<file path="config.mk">
export PLATFORM = sky130hd
export DESIGN_NAME = div_unit_flat
export DESIGN_NICKNAME = d
export VERILOG_FILES = /design/src/rtl/div_if.sv /design/src/rtl/div_unit.sv /design/src/flat_wrapper.sv
export SDC_FILE = /design/constraint.sdc
export NUM_CORES = 1
export LEC_CHECK = 0
export CAP_MARGIN = 30
export CORE_AREA = 2 2 148 150
export CTS_CLUSTER_DIAMETER = 100
export DETAILED_ROUTE_END_ITERATION = 10
export DIE_AREA = 0 0 150 152
export PLACE_DENSITY = 0.81
export SLEW_MARGIN = 25
export SYNTH_ARGS = -nofsm -noshare
export SYNTH_HDL_FRONTEND = slang
export SYNTH_SLANG_ARGS = --single-unit
</file>
<file path="constraint.sdc">
create_clock -name clk -period 4.7 [get_ports clk]
set_input_delay 0.94 -clock clk [delete_from_list [all_inputs] [get_ports clk]]
set_output_delay 0.94 -clock clk [all_outputs]
set_load 0.03 [all_outputs]
</file>
<file path="src/rtl/div_if.sv">
// Execute-stage request/response bundle between the pipeline and the iterative divider.
interface div_if #(
  parameter int unsigned XLEN = 32
);
  logic            start_E;
  logic [1:0]      op_E;
  logic [XLEN-1:0] rs1_val_E;
  logic [XLEN-1:0] rs2_val_E;
  logic            kill_E;
  logic            DivStalled;
  logic            div_valid;
  logic [XLEN-1:0] div_result;

  modport master (
    output start_E, op_E, rs1_val_E, rs2_val_E, kill_E,
    input  DivStalled, div_valid, div_result
  );

  modport slave (
    input  start_E, op_E, rs1_val_E, rs2_val_E, kill_E,
    output DivStalled, div_valid, div_result
  );
endinterface

</file>
<file path="src/rtl/div_unit.sv">
// Radix-2 restoring divider for DIV/DIVU/REM/REMU; stalls the pipeline while iterating.
// Optional `DIV_EARLY_OUT_EN: finishes in one cycle when |dividend| < |divisor|.
module div_unit #(
  parameter int unsigned XLEN = 32
) (
  input logic   clk,
  input logic   rst_n,
  div_if.slave  bus
);
  localparam int unsigned CNT_W = $clog2(XLEN) + 1;

  typedef enum logic [1:0] {StIdle, StBusy, StDone} state_e;

  state_e          state_q, state_d;
  logic [XLEN-1:0] quo_q, quo_d, rem_q, rem_d, dvs_q, dvs_d, res_q, res_d;
  logic [CNT_W-1:0] cnt_q, cnt_d;
  logic            is_rem_q, is_rem_d, neg_quo_q, neg_quo_d, neg_rem_q, neg_rem_d;
  logic            stall;
  logic            valid;

  logic            op_signed, sign_a, sign_b, div_zero, overflow;
  logic [XLEN-1:0] abs_a, abs_b, min_int, special_res;
  logic [XLEN:0]   shifted, trial;
  logic [XLEN-1:0] rem_step, quo_step, rem_fix, quo_fix;

  always_comb begin
    op_signed   = ~bus.op_E[0];
    sign_a      = op_signed & bus.rs1_val_E[XLEN-1];
    sign_b      = op_signed & bus.rs2_val_E[XLEN-1];
    abs_a       = sign_a ? ('0 - bus.rs1_val_E) : bus.rs1_val_E;
    abs_b       = sign_b ? ('0 - bus.rs2_val_E) : bus.rs2_val_E;
    min_int     = {1'b1, {(XLEN-1){1'b0}}};
    div_zero    = (bus.rs2_val_E == '0);
    overflow    = op_signed && (bus.rs1_val_E == min_int) && (bus.rs2_val_E == '1);
    if (div_zero) special_res = bus.op_E[1] ? bus.rs1_val_E : '1;
    else          special_res = bus.op_E[1] ? '0 : min_int;
  end

  // Shift in XLEN+1 bits so divisors with the top bit set still compare correctly.
  always_comb begin
    shifted  = {rem_q, quo_q[XLEN-1]};
    trial    = shifted - {1'b0, dvs_q};
    rem_step = trial[XLEN] ? shifted[XLEN-1:0] : trial[XLEN-1:0];
    quo_step = {quo_q[XLEN-2:0], ~trial[XLEN]};
    rem_fix  = neg_rem_q ? ('0 - rem_step) : rem_step;
    quo_fix  = neg_quo_q ? ('0 - quo_step) : quo_step;
  end

  always_comb begin
    state_d   = state_q;
    quo_d     = quo_q;
    rem_d     = rem_q;
    dvs_d     = dvs_q;
    res_d     = res_q;
    cnt_d     = cnt_q;
    is_rem_d  = is_rem_q;
    neg_quo_d = neg_quo_q;
    neg_rem_d = neg_rem_q;
    stall     = 1'b0;
    valid     = 1'b0;

    unique case (state_q)
      StIdle: begin
        if (bus.start_E && !bus.kill_E) begin
          stall     = 1'b1;
          is_rem_d  = bus.op_E[1];
          neg_quo_d = sign_a ^ sign_b;
          neg_rem_d = sign_a;
          quo_d     = abs_a;
          dvs_d     = abs_b;
          rem_d     = '0;
          cnt_d     = CNT_W'(XLEN);
          if (div_zero || overflow) begin
            res_d   = special_res;
            state_d = StDone;
`ifdef DIV_EARLY_OUT_EN
          end else if (abs_a < abs_b) begin
            res_d   = bus.op_E[1] ? bus.rs1_val_E : '0;
            state_d = StDone;
`endif
          end else begin
            state_d = StBusy;
          end
        end
      end
      StBusy: begin
        stall = 1'b1;
        rem_d = rem_step;
        quo_d = quo_step;
        cnt_d = cnt_q - 1'b1;
        if (cnt_q == CNT_W'(1)) begin
          res_d   = is_rem_q ? rem_fix : quo_fix;
          state_d = StDone;
        end
      end
      StDone: begin
        valid   = 1'b1;
        state_d = StIdle;
      end
      default: state_d = StIdle;
    endcase

    // A flush abandons the op without touching the visible result.
    if (bus.kill_E) begin
      state_d = StIdle;
      res_d   = res_q;
      stall   = 1'b0;
      valid   = 1'b0;
    end
  end

  always_ff @(posedge clk or negedge rst_n) begin
    if (!rst_n) begin
      state_q   <= StIdle;
      quo_q     <= '0;
      rem_q     <= '0;
      dvs_q     <= '0;
      res_q     <= '0;
      cnt_q     <= '0;
      is_rem_q  <= 1'b0;
      neg_quo_q <= 1'b0;
      neg_rem_q <= 1'b0;
    end else begin
      state_q   <= state_d;
      quo_q     <= quo_d;
      rem_q     <= rem_d;
      dvs_q     <= dvs_d;
      res_q     <= res_d;
      cnt_q     <= cnt_d;
      is_rem_q  <= is_rem_d;
      neg_quo_q <= neg_quo_d;
      neg_rem_q <= neg_rem_d;
    end
  end

  // Stall is combinational from start_E, so mask it while reset is asserted.
  assign bus.DivStalled = stall & rst_n;
  assign bus.div_valid  = valid;
  assign bus.div_result = res_q;
endmodule

</file>
<file path="src/flat_wrapper.sv">
// flat-port wrapper written by rule: the top's interface ports become plain ports
module div_unit_flat 
#(
  parameter int unsigned XLEN = 32
)
  (clk, rst_n, bus_start_E, bus_op_E, bus_rs1_val_E, bus_rs2_val_E, bus_kill_E, bus_DivStalled, bus_div_valid, bus_div_result);
  div_if #(.XLEN(XLEN)) bus_i ();
  input logic clk;
  input logic rst_n;
  input wire logic [$bits(bus_i.start_E)-1:0] bus_start_E;
  input wire logic [$bits(bus_i.op_E)-1:0] bus_op_E;
  input wire logic [$bits(bus_i.rs1_val_E)-1:0] bus_rs1_val_E;
  input wire logic [$bits(bus_i.rs2_val_E)-1:0] bus_rs2_val_E;
  input wire logic [$bits(bus_i.kill_E)-1:0] bus_kill_E;
  output wire logic [$bits(bus_i.DivStalled)-1:0] bus_DivStalled;
  output wire logic [$bits(bus_i.div_valid)-1:0] bus_div_valid;
  output wire logic [$bits(bus_i.div_result)-1:0] bus_div_result;
  assign bus_i.start_E = bus_start_E;
  assign bus_i.op_E = bus_op_E;
  assign bus_i.rs1_val_E = bus_rs1_val_E;
  assign bus_i.rs2_val_E = bus_rs2_val_E;
  assign bus_i.kill_E = bus_kill_E;
  assign bus_DivStalled = bus_i.DivStalled;
  assign bus_div_valid = bus_i.div_valid;
  assign bus_div_result = bus_i.div_result;
  div_unit #(.XLEN(XLEN)) u_core (.clk(clk), .rst_n(rst_n), .bus(bus_i));
endmodule
</file>
=== Yosys cells after proc, flatten, opt, wreduce, memory -nomap -nowiden ===
Index checks and enable logic that the tools add are counted.

* $add $sub $neg: 6
* Multipliers: 0
* Divide/modulo/power cells: 0
* Order comparisons: 0
* Equality and inequality tests: 10
* Shift-type cells: 0
* Multiplexer cells: 29
* Bitwise operators: 7
* Reductions and logical operators: 12

{| class="wikitable"
|+ Operators with widths
! operator !! number
|-
| $mux W32 || 14
|-
| $pmux W32 S2 || 3
|-
| $sub A1 B32 Y32 const A || 4
|-
| $eq A32 B32 Y1 const B || 2
|-
| $sub A33 B32 Y33 || 1
|-
| $logic_not A32 Y1 || 1
|-
| $pmux W6 S2 || 1
|-
| $mux W2 || 4
|-
| $eq A6 B1 Y1 const B || 1
|-
| $mux W6 || 1
|-
| $ne A2 B1 Y1 const B || 3
|-
| $ne A3 B2 Y1 const B || 2
|-
| $reduce_and A2 Y1 || 3
|-
| $sub A6 B1 Y6 const B || 1
|-
| $reduce_and A5 Y1 || 1
|-
| $mux W1 || 4
|-
| $pmux W2 S2 || 1
|-
| $and A1 B1 Y1 || 3
|-
| $logic_and A1 B1 Y1 || 3
|-
| $not A1 Y1 || 3
|-
| $eq A2 B1 Y1 const B || 1
|-
| $eq A2 B2 Y1 const B || 1
|-
| $logic_not A2 Y1 || 1
|-
| $pmux W1 S2 || 1
|-
| other kinds (4) || 4
|}

* Register bits after elaboration: 139
* Bits in latches: 0
* Memory bits (writable): 0
* ROM bits: 0
* Word-level logic and storage cells: 73
* Memories kept: 0

=== Longest topological paths before layout ===
Gate-level depths: netlist of the first run.

* Word-level depth: 8
* Depth in mapped cells: 22
* Mapped depth without buffers: 19

=== Worst setup path before layout of the first run ===
Ideal clock, no wire load.

* Path kind: reg-to-reg
* Start: register u_core.quo_q[31]
* End: register u_core.res_q[30] (netlist: u_core.bus.div_result[30])
* Arrival time: 4.175 ns
* Required time: 4.571 ns
* Slack: 0.396 ns
* Stages on the path, launching flop included: 23
* Clock period less this slack: 4.304 ns
* Cell sequence: dfrtp_1 inv_1 ha_1 fa_1 nand2b_1 a21boi_1 o211ai_1 a21boi_1 o21a_1 buf_4 nor2_4 inv_1 buf_2 buf_1 nor2_1 a21oi_1 ha_1 and3_1 clkbuf_1 o211ai_1 o41ai_2 xnor2_1 o21ai_0

* Cells in the longest elaborated chain, start to end: 7

{| class="wikitable"
|+ RTL lines
! item !! RTL line !! text
|-
| start: declaration || div_unit.sv:15 || <nowiki>logic [XLEN-1:0] quo_q, quo_d, rem_q, rem_d, dvs_q, dvs_d, res_q, res_d;</nowiki>
|-
| start signal: assignment || div_unit.sv:125 || <nowiki>quo_q <= quo_d;</nowiki>
|-
| $sub A33 B32 Y33 || div_unit.sv:42 || <nowiki>trial = shifted - {1'b0, dvs_q};</nowiki>
|-
| $mux W32 or $not A1 Y1 (tied branches) || div_unit.sv:43, div_unit.sv:44 ||
|-
| $sub A1 B32 Y32, on equally long branches || div_unit.sv:45, div_unit.sv:46 ||
|-
| $mux W32, on equally long branches || div_unit.sv:45, div_unit.sv:46 ||
|-
| $mux W32 * || div_unit.sv:92 || <nowiki>res_d = is_rem_q ? rem_fix : quo_fix;</nowiki>
|-
| $mux W32 * || div_unit.sv:91 || <nowiki>if (cnt_q == CNT_W'(1)) begin</nowiki>
|-
| $pmux W32 S2 * || div_unit.sv:62 || <nowiki>unique case (state_q)</nowiki>
|-
| end signal: assignment || div_unit.sv:128 || <nowiki>res_q <= res_d;</nowiki>
|-
| end: declaration || div_unit.sv:15 ||
|}

Mark *: on every way between the ends. The rest lies on a longest branch, timed or not. The select of a mux whose other input is x is not followed.
A chain may end at the register's enable or synchronous reset.

=== Worst setup path after layout of the first run ===
* Start: register u_core.quo_q[31]
* End: register u_core.res_q[31] (netlist: u_core.bus.div_result[31])

The elaborated chain is that of the path after synthesis.

==> impl_metrics.toml, run 1 <==
[worst_setup_path]
critPathKind = "reg2reg"
cp.required_ns = 5.02
critPathBufInv = 5
crit_top_cell = "buf_4"
cp-end-kind = "flop"
cp_top_family = "compound AO/OA/AOI/OAI gates"
critPathMaxFanout = 27
crit_path_top_delay_cell = "o41ai_1"
startpoint_type = "flop"
crit_chain = "inv_1 > ha_1 > fa_1 > nand2b_1 > a21boi_1 > buf_4 > o211ai_1 > a21boi_1 > buf_4 > nor3_2 > nor2_4 > buf_4 > buf_4 > mux2_2 > o21ai_0 > o41ai_1 > xor2_1 > a221oi_1"
arrival_ns = 4.79
cpPeakStageDelay_ns = 0.51

[routing]
drt_iter0_drc = 1245
avgViaCountPerCell = 6.45
detail_route.first_pass.iterations = 5
wl_um = 37700
antenna_left = 0
vias = 12002
drt_drc_violations_left = 0
post_drt_wl_per_cell_um = 20.3

[placement]
gp_congestion = 0.997
place_area_um2 = 13100
numPortBuffers = 103
post-dp-hpwl_um = 28700
dp_cells = 1827
preCtsSetupSlack_ns = 0.0165

[finish]
final_core_util = 0.644
fillCellCount = 1873
register_area_um2 = 3480
multi_input_area_um2 = 7490
syn_to_final_growth_pct = 19.4
drive_above_1_share = 0.0886
instances_no_fill = 1860
stdcell_area_um2 = 13700
nets = 1677
diodes = 0

[job]
maxCapViolations = 0

[sta]
fin_ws_ns = 0.230
setup-violations-final = 0
worst_pin_slew_ns = 1.07
fmax_mhz = 224
slew_viol_final = 0
min_period_ns = 4.47
fin_setup_tns_ns = 0
relSlewSlack = 0.286
rsz0062_at_grt = "yes"
hold_viol_final = 0
min_period_over_period = 0.951
holdWs_ns = 0.356
finClkSkew_ns = 0.0106

[grt]
use_met1 = 0.457
grt_overflow = 0
use_met2 = 0.518
grt_max_degree = 98
grtUsageTotal = 0.332
top_usage_layer = "met2"
met3_usage = 0.0727
antenna_found_initial = 0
grt_pass1_wl_um = 60600
grt_pass1_vias = 11427

[floorplan]
ioPinCount = 104
initial_core_util = 0.539
dieArea_um2 = 22800
die_y_um = 152
die_w_um = 150
core_um2 = 21400
num_rows = 54

[synthesis]
syn-instance-count = 1463
synth_top_area_cell = "dfrtp_1"
yosysSeqAreaShare = 0.302
yosysWarnings = 0
synth_top_flop_cell = "dfrtp_1"
synth.most_common_cell = "o21ai_0"
ys_top_cells_by_area = "dfrtp_1, o21ai_0, xnor2_1"
avgSynthCellArea_um2 = 7.87
yosysUniqueCellTypes = 73
syn_area_um2 = 11500
yosys-top-cells-count = "o21ai_0, dfrtp_1, nand2_1"
ys_ff_latch = 139
ys_async_sr_fraction = 1.00
synth-edff-count = 0
yosys.area.top_type_share = 0.302
synth_fp_nets = 1573

[cts]
post_cts_buffers = 0
cts_root_buf = "clkbuf_16"
cts_tree = "built"
htreeDepth = 4
cts.sinks = 139
path_clk_slew_ns = 0.07
clk_latency_ns = 0.43
numCtsBuffers = 17
cts_buffer_depth = 2

[power]
p_leak_nw = 5.64
vdd_drop_max_uv = 389
total_power_mw = 9.81
power.density_nw_per_um2 = 714

[min_path]
hold_class = "in2async"

[status]
status = "finished, final reports clean"
report_power, final:
part	leakage (nW)	internal (mW)	total, mW	switching [mW]
registers	1.78	1.60	2.11	0.508
logic	3.58	2.38	6.29	3.91
clock network	0.281	0.811	1.41	0.597
worst paths after layout:
kind / startpoint / end / slack, ns / cells after the start
max: u_core.quo_q[31] / u_core.bus.div_result[31] / 0.23 / 18
min: rst_n / u_core.dvs_q[16] / 0.36 / 1
max reg2reg: u_core.quo_q[31] / u_core.bus.div_result[31] / 0.23 / 18
min reg2reg: u_core.dvs_q[13] / u_core.dvs_q[13] / 0.48 / 2
max in group asynchronous: rst_n / u_core.bus.div_result[24] / 2.51 / 3
min in group clk: u_core.dvs_q[13] / u_core.dvs_q[13] / 0.48 / 2
layout make-up:
cell class,count,share of cell area
Inverter,68,0.0192
Multi-Input combinational cell,1170,0.545
Sequential cell,139,0.253
Tap cell,280,0.0255
Timing Repair Buffer,171,0.114
Clock buffer,19,0.0322
Clock inverter,13,0.0114
sequential cells by signal, indices dropped and copies added (netlist names):
register,count
u_core.state_q,2
u_core.cnt_q,6
u_core.dvs_q,32
u_core.is_rem_q,1
u_core.quo_q,32
u_core.neg_rem_q,1
u_core.rem_q,32
u_core.bus.div_result,32
u_core.neg_quo_q,1
placed cells by master (no fill, tap or decap), types with 18 or more instances in the layout:
cell type | synthesis | layout
nand3_1 | 54 | 54
buf_4 | 3 | 67
nor2_1 | 104 | 103
o31ai_1 | 33 | 32
nor3_1 | 44 | 44
nand2_1 | 128 | 127
ha_1 | 39 | 39
clkdlybuf4s50_1 | 0 | 102
mux2i_1 | 24 | 23
dfrtp_1 | 139 | 139
xnor2_1 | 79 | 79
a21oi_1 | 104 | 103
inv_1 | 65 | 64
o211ai_1 | 18 | 18
nand4_1 | 21 | 21
nor4_1 | 18 | 18
a22oi_1 | 35 | 35
xor2_1 | 54 | 54
o21ai_0 | 182 | 182
logic make-up (layout without fill, tap and decap cells):
group / Yosys count / count (layout) / synth area share
AOI/OAI and AO/OA: 509 / 509 / 0.275
buffers and inverters: 154 / 271 / 0.0542
muxes: 30 / 30 / 0.0267
adders and majority gates: 40 / 40 / 0.0441
xor gates and xnor gates: 133 / 133 / 0.101
and+or+nand+nor: 458 / 458 / 0.197
DFF: 139 / 139 / 0.302
repair_timing:
action / in CTS / in global routing
hold buffers: 0 / 0
gates resized for setup: 0 / 12
endpoints found under the setup margin: 0 / 8
routing by layer:
layer | part of all wire | routed length, um | vias to the layer above
li1 | - | - | 5575
met1 | 0.42 | 15800 | 5721
met2 | 0.46 | 17200 | 605
met3 | 0.095 | 3580 | 101
met4 | 0.031 | 1180 | 0
met5 | 0 | 0 | -
Power figures use the tool's default switching activity.
==> run 2: changes to the inputs <==
Settings changed: HOLD_SLACK_MARGIN set to 0.08, TNS_END_PERCENT set to 5.
==> impl_metrics.toml, run 2 (synthesized netlist as in run 1, its figures left out) <==
[sta]
fin_setup_tns_ns = 0
slew_viol_final = 0
min_period_ns = 4.48
min_period_over_period = 0.953
relSlewSlack = 0.296
hold_viol_final = 0
fmax_mhz = 223
worst_pin_slew_ns = 1.05
rsz0062_at_grt = "yes"
setup-violations-final = 0
finClkSkew_ns = 0.0123

[grt]
antenna_found_initial = 1
grt_max_degree = 98
grt_overflow = 0
grtUsageTotal = 0.332
grt_pass1_vias = 11427
grt_pass1_wl_um = 60600

[floorplan]
core_um2 = 21400
die_y_um = 152
ioPinCount = 104
dieArea_um2 = 22800
die_w_um = 150
num_rows = 54
initial_core_util = 0.539

[cts]
holdBufCountCts = 0
post_cts_buffers = 0
path_clk_slew_ns = 0.07
cts_buffer_depth = 2
cts.sinks = 139
numCtsBuffers = 17
htreeDepth = 4
clk_latency_ns = 0.44
cts_root_buf = "clkbuf_16"
cts_tree = "built"

[placement]
post-dp-hpwl_um = 28700
gp_congestion = 0.997
numPortBuffers = 103
place_area_um2 = 13100

[job]
maxCapViolations = 0

[routing]
drt_drc_violations_left = 0
wl_um = 37800
avgViaCountPerCell = 6.48
detail_route.first_pass.iterations = 7
post_drt_wl_per_cell_um = 20.3
drt_iter0_drc = 1294
antenna_left = 0
vias = 12051

[finish]
multi_input_area_um2 = 7470
register_area_um2 = 3480
fillCellCount = 1876
nets = 1677
diodes = 0
syn_to_final_growth_pct = 19.2
stdcell_area_um2 = 13700
layout_common_cells = "o21ai_0, dfrtp_1, nand2_1"
drive_above_1_share = 0.0861
final_common_cell = "o21ai_0"

[power]
power.density_nw_per_um2 = 715
switching_share = 0.512
combPwrFrac = 0.641
power.internal_mw = 4.79
p_leak_nw = 5.64
vdd_drop_max_uv = 390
pwr-share-seq = 0.215
p_sw_mw = 5.02
power_frac_clock = 0.144
total_power_mw = 9.81

[worst_setup_path]
cp-startpoint = "u_core.quo_q[31]"
critPathKind = "reg2reg"
worst_r2r_path_depth = 20
regToRegSetupSlack_ns = 0.22
cp.required_ns = 5.03
arrival_ns = 4.81
r2r-end = "u_core.bus.div_result[26]"
startpoint_type = "flop"
crit_end = "u_core.bus.div_result[26]"
r2r-start = "u_core.quo_q[31]"
critPathMaxFanout = 7
cp-end-kind = "flop"

[min_path]
hold_class = "in2async"

[status]
status = "finished, final reports clean"
[run 2: cell types whose count changed in the layout (fill, tap and decap cells not counted)]
cell,delta
a2111oi_0,-1
a2111oi_1,+1
a21oi_1,+1
a21oi_2,-1
a221oi_1,+1
a221oi_2,-1
clkinvlp_4,-1
inv_1,+1
o41ai_1,+1
o41ai_2,-1
[run 2: worst max-delay path, stage by stage (launching register included)]
cell and delay (ns):
dfrtp_1 0.40, inv_1 0.06, ha_1 0.20, fa_1 0.41, nand2b_1 0.22, a21boi_1 0.16, buf_4 0.16, o211ai_1 0.14
a21boi_1 0.27, o21a_1 0.21, nor2_4 0.05, inv_1 0.26, ha_1 0.29, nand4_1 0.18, nand2_1 0.19, nand3_1 0.14
o41ai_2 0.27, xor2_1 0.11, a22oi_1 0.24, o311ai_0 0.17, o31ai_1 0.26
[run 2: stage by stage]
step / worst slack, ns / hold slack, ns / util / cells
2_1_floorplan: 0.396 / 0.446 / - / 1463
3_3_place_gp: 0.122 / 0.463 / 0.611 / 1827
3_5_place_dp: 0.0165 / 0.472 / 0.611 / 1827
4_1_cts: 0.110 / 0.357 / 0.640 / 1859
5_1_grt: -0.0240 / 0.370 / 0.643 / 1860
6_report: 0.220 / 0.353 / 0.643 / 1860
[run 2: area by class of cell]
class / instances / share of cell area
Clock buffer: 19 / 0.0323
Clock inverter: 13 / 0.0114
Inverter: 68 / 0.0190
Multi-Input combinational cell: 1170 / 0.544
Sequential cell: 139 / 0.253
Tap cell: 280 / 0.0255
Timing Repair Buffer: 171 / 0.114
[run 2: power by group through the flow]
stage	logic [mW]	registers (mW)	clock network, mW
2_1_floorplan	4.16	2.09	0
3_3_place_gp	5.92	2.09	0
3_5_place_dp	6.02	2.11	0
4_1_cts	6.06	2.09	1.41
5_1_grt	6.85	2.15	1.47
6_report	6.29	2.11	1.41
[run 2: layer usage]
metal	up-vias	global-route usage	share of wire
met3	124	0.0727	0.097
li1	5580	-	-
met5	-	0	0.00021
met4	2	0.110	0.033
met2	660	0.518	0.45
met1	5685	0.457	0.42
[run 2: worst min path at each step]
stage                           startpoint                to  slack, ns  depth (start not counted)
after floorplan            u_core.cnt_q[5]   u_core.cnt_q[5]       0.45                          1
final                                rst_n  u_core.dvs_q[16]       0.35                          1
after CTS                            rst_n  u_core.dvs_q[16]       0.36                          1
after global routing                 rst_n  u_core.dvs_q[16]       0.37                          1
after global placement     u_core.cnt_q[5]   u_core.cnt_q[5]       0.46                          1
after detailed placement  u_core.dvs_q[13]  u_core.dvs_q[13]       0.47                          2
[run 2: timing repair]
item / CTS / global route
endpoints found under the setup margin: 0 / 8
gates resized for setup: 0 / 9
endpoints found under the hold margin: 0 / 0
==> patch (settings of run 1) <==
The 3 states of `state_e` get a one-hot encoding in 3 bits.
--- a/src/rtl/div_unit.sv
+++ b/src/rtl/div_unit.sv
@@ -9,7 +9,7 @@
 );
   localparam int unsigned CNT_W = $clog2(XLEN) + 1;
 
-  typedef enum logic [1:0] {StIdle, StBusy, StDone} state_e;
+  typedef enum logic [2:0] {StIdle = 3'b001, StBusy = 3'b010, StDone = 3'b100} state_e;
 
   state_e          state_q, state_d;
   logic [XLEN-1:0] quo_q, quo_d, rem_q, rem_d, dvs_q, dvs_d, res_q, res_d;
Function: same outputs for any inputs over 10 cycles, from zero or initial values and one cycle with rst_n low; not proved beyond that.
==> patch against run 1 <==
- global-route usage hardly changed
- first-iteration DRC count increased by 11%
- maximum frequency is 0.80% lower
- clock skew is 0.0018 ns higher
- sequential cell count up 1
- total power decreased by 30%
- utilization increased by 0.33 points
- die area did not move
- cell area increased by 0.52%
- synthesized area grew 1.7%
- wire length fell by 0.27%
- synthesized cell count grew 1.2%
- setup slack got worse by 0.036 ns
- hold slack better by 0.041 ns
==> patch: results (changes against run 1) <==
XOR/XNOR Fraction of Synth Area 9.88% (was 10.1%); met2 wire length 17.6 mm (was 17.2 mm); CTS buffer count 17 (unchanged); clk_lat worst skew 0.44 ns; share of synthesized registers carrying an async set or reset 100% (unchanged); setup slack, reg-to-reg 0.19 ns (was 0.23 ns); Fin Clk Skew 0.0124 ns (was 0.0106 ns); Pre-Repair DR Iteration Count 7 (was 5); Root Driver clkbuf_16 (unchanged); post-synthesis net count 1,591 (was 1,573); complex-gate fraction of the synthesized area 27.5% (about the same); crit path DAT 4.86 ns (was 4.79 ns); largest cells by area after synthesis dfrtp_1, o21ai_0, xnor2_1 (unchanged); number of global-route vias before repair 11,400 (about the same); Worst-Margin Slew 0.943 ns (was 1.07 ns); register area share after synthesis 29.9% (was 30.2%); Leak 5.59 nW (was 5.64 nW); layout cells sized above 1 8.19% (was 8.86%); Iter 0 DRT Violations 1,388 (was 1,245); DR WL met3 3.10 mm (was 3.58 mm); fin cells 1,857 (was 1,860); CTS Buffer Depth 2 (unchanged); fillcell total 1,839 (was 1,873); met1 WL 15.7 mm (was 15.8 mm); DP HPWL 28.2 mm (was 28.7 mm); first-pass GRT wire length 60.4 mm (was 60.6 mm); VDD IR max 0.261 mV (was 0.389 mV); met1 Resource Use GR 45.0% (was 45.7%); Avg Cell Area, Syn 7.90 µm² (was 7.87 µm²); post-synth cell types 85 (was 73); worst slack, placed -0.0630 ns (was 0.0165 ns); vias 12,100 (was 12,000); met3 Track Usage GR 6.25% (was 7.27%); clk slew on worst S/H paths 0.06 ns; GR Util All Layers 33.2% (about the same); adder-cell share of the synthesized area 4.34% (was 4.41%); hold_ws 0.397 ns (was 0.356 ns); Worst R2R Start u_core.rem_q[25] (was u_core.quo_q[31]); power per cell area 495 nW/µm² (was 714 nW/µm²); met2 usage 53.1% (was 51.8%); CTS HTree Levels 4 (unchanged); initial antenna violation count 4 (was 0); Placed Instances 1,818 (was 1,827); multiplexer share of the synthesized area 3.28% (was 2.67%); nets 1,674 (was 1,677); status finished, final reports clean (unchanged); Final Wtd Congestion 0.955 (was 0.997); DRT Wirelength 37.6 mm (was 37.7 mm); Post-synth top cells o21ai_0, nand2_1, dfrtp_1 (was o21ai_0, dfrtp_1, nand2_1); highest routed layer met5 (was met4); pin count of the biggest net entering global routing 93 (was 98); Post-DP Area 13,100 µm² (about the same); CP Max Fanout 52 (was 27); yosys warns 0 (unchanged); Reg2Reg Depth 12 (was 18); worst r2r dst u_core.bus.div_result[31] (unchanged); fin crit period 4.51 ns (was 4.47 ns)
-- patch: power breakdown --
part / total [mW] / switching [mW] / internal, mW
sequential: 2.04 / 0.480 / 1.56
clock: 1.46 / 0.572 / 0.890
combinational: 3.34 / 2.00 / 1.35
total: 6.84 / 3.05 / 3.80
-- patch: how the worst max path moves through the flow --
stage	from	end	depth (start not counted)
3_3_place_gp	u_core.dvs_q[0]	u_core.bus.div_result[30]	19
4_1_cts	u_core.dvs_q[0]	u_core.bus.div_result[30]	20
2_1_floorplan	u_core.quo_q[31]	u_core.bus.div_result[30]	24
3_5_place_dp	u_core.dvs_q[0]	u_core.bus.div_result[30]	19
6_report	u_core.rem_q[25]	u_core.bus.div_result[31]	12
5_1_grt	u_core.dvs_q[31]	u_core.bus.div_result[31]	14
-- patch: final cells by class --
cell class | count | share of cell area (%)
well taps | 280 | 2.54
multi-input cells | 1191 | 55.9
repair buffers | 147 | 9.86
inverters | 67 | 1.84
flip-flops and latches | 140 | 25.4
clock buffers | 18 | 3.11
diodes | 1 | 0.0181
clock inverters | 13 | 1.39
-- patch: worst max-delay path, cell delays in order (launching register included) --
cell and delay [ns]:
dfrtp_1 0.45, ha_1 0.47, nand4_1 0.20, nand2b_1 0.24
nand2b_1 0.20, nor4_4 0.32, o21a_2 0.20, buf_4 0.60
mux2i_1 0.44, o21ai_1 0.18, or4_1 0.53, or3b_1 0.39
a31oi_1 0.17
-- patch: what timing repair did --
action                                  CTS  global route
pin swaps                                 1             7
setup buffers                             1             6
gates resized for setup                   0            11
hold buffers                              0             0
endpoints found under the setup margin    5            11
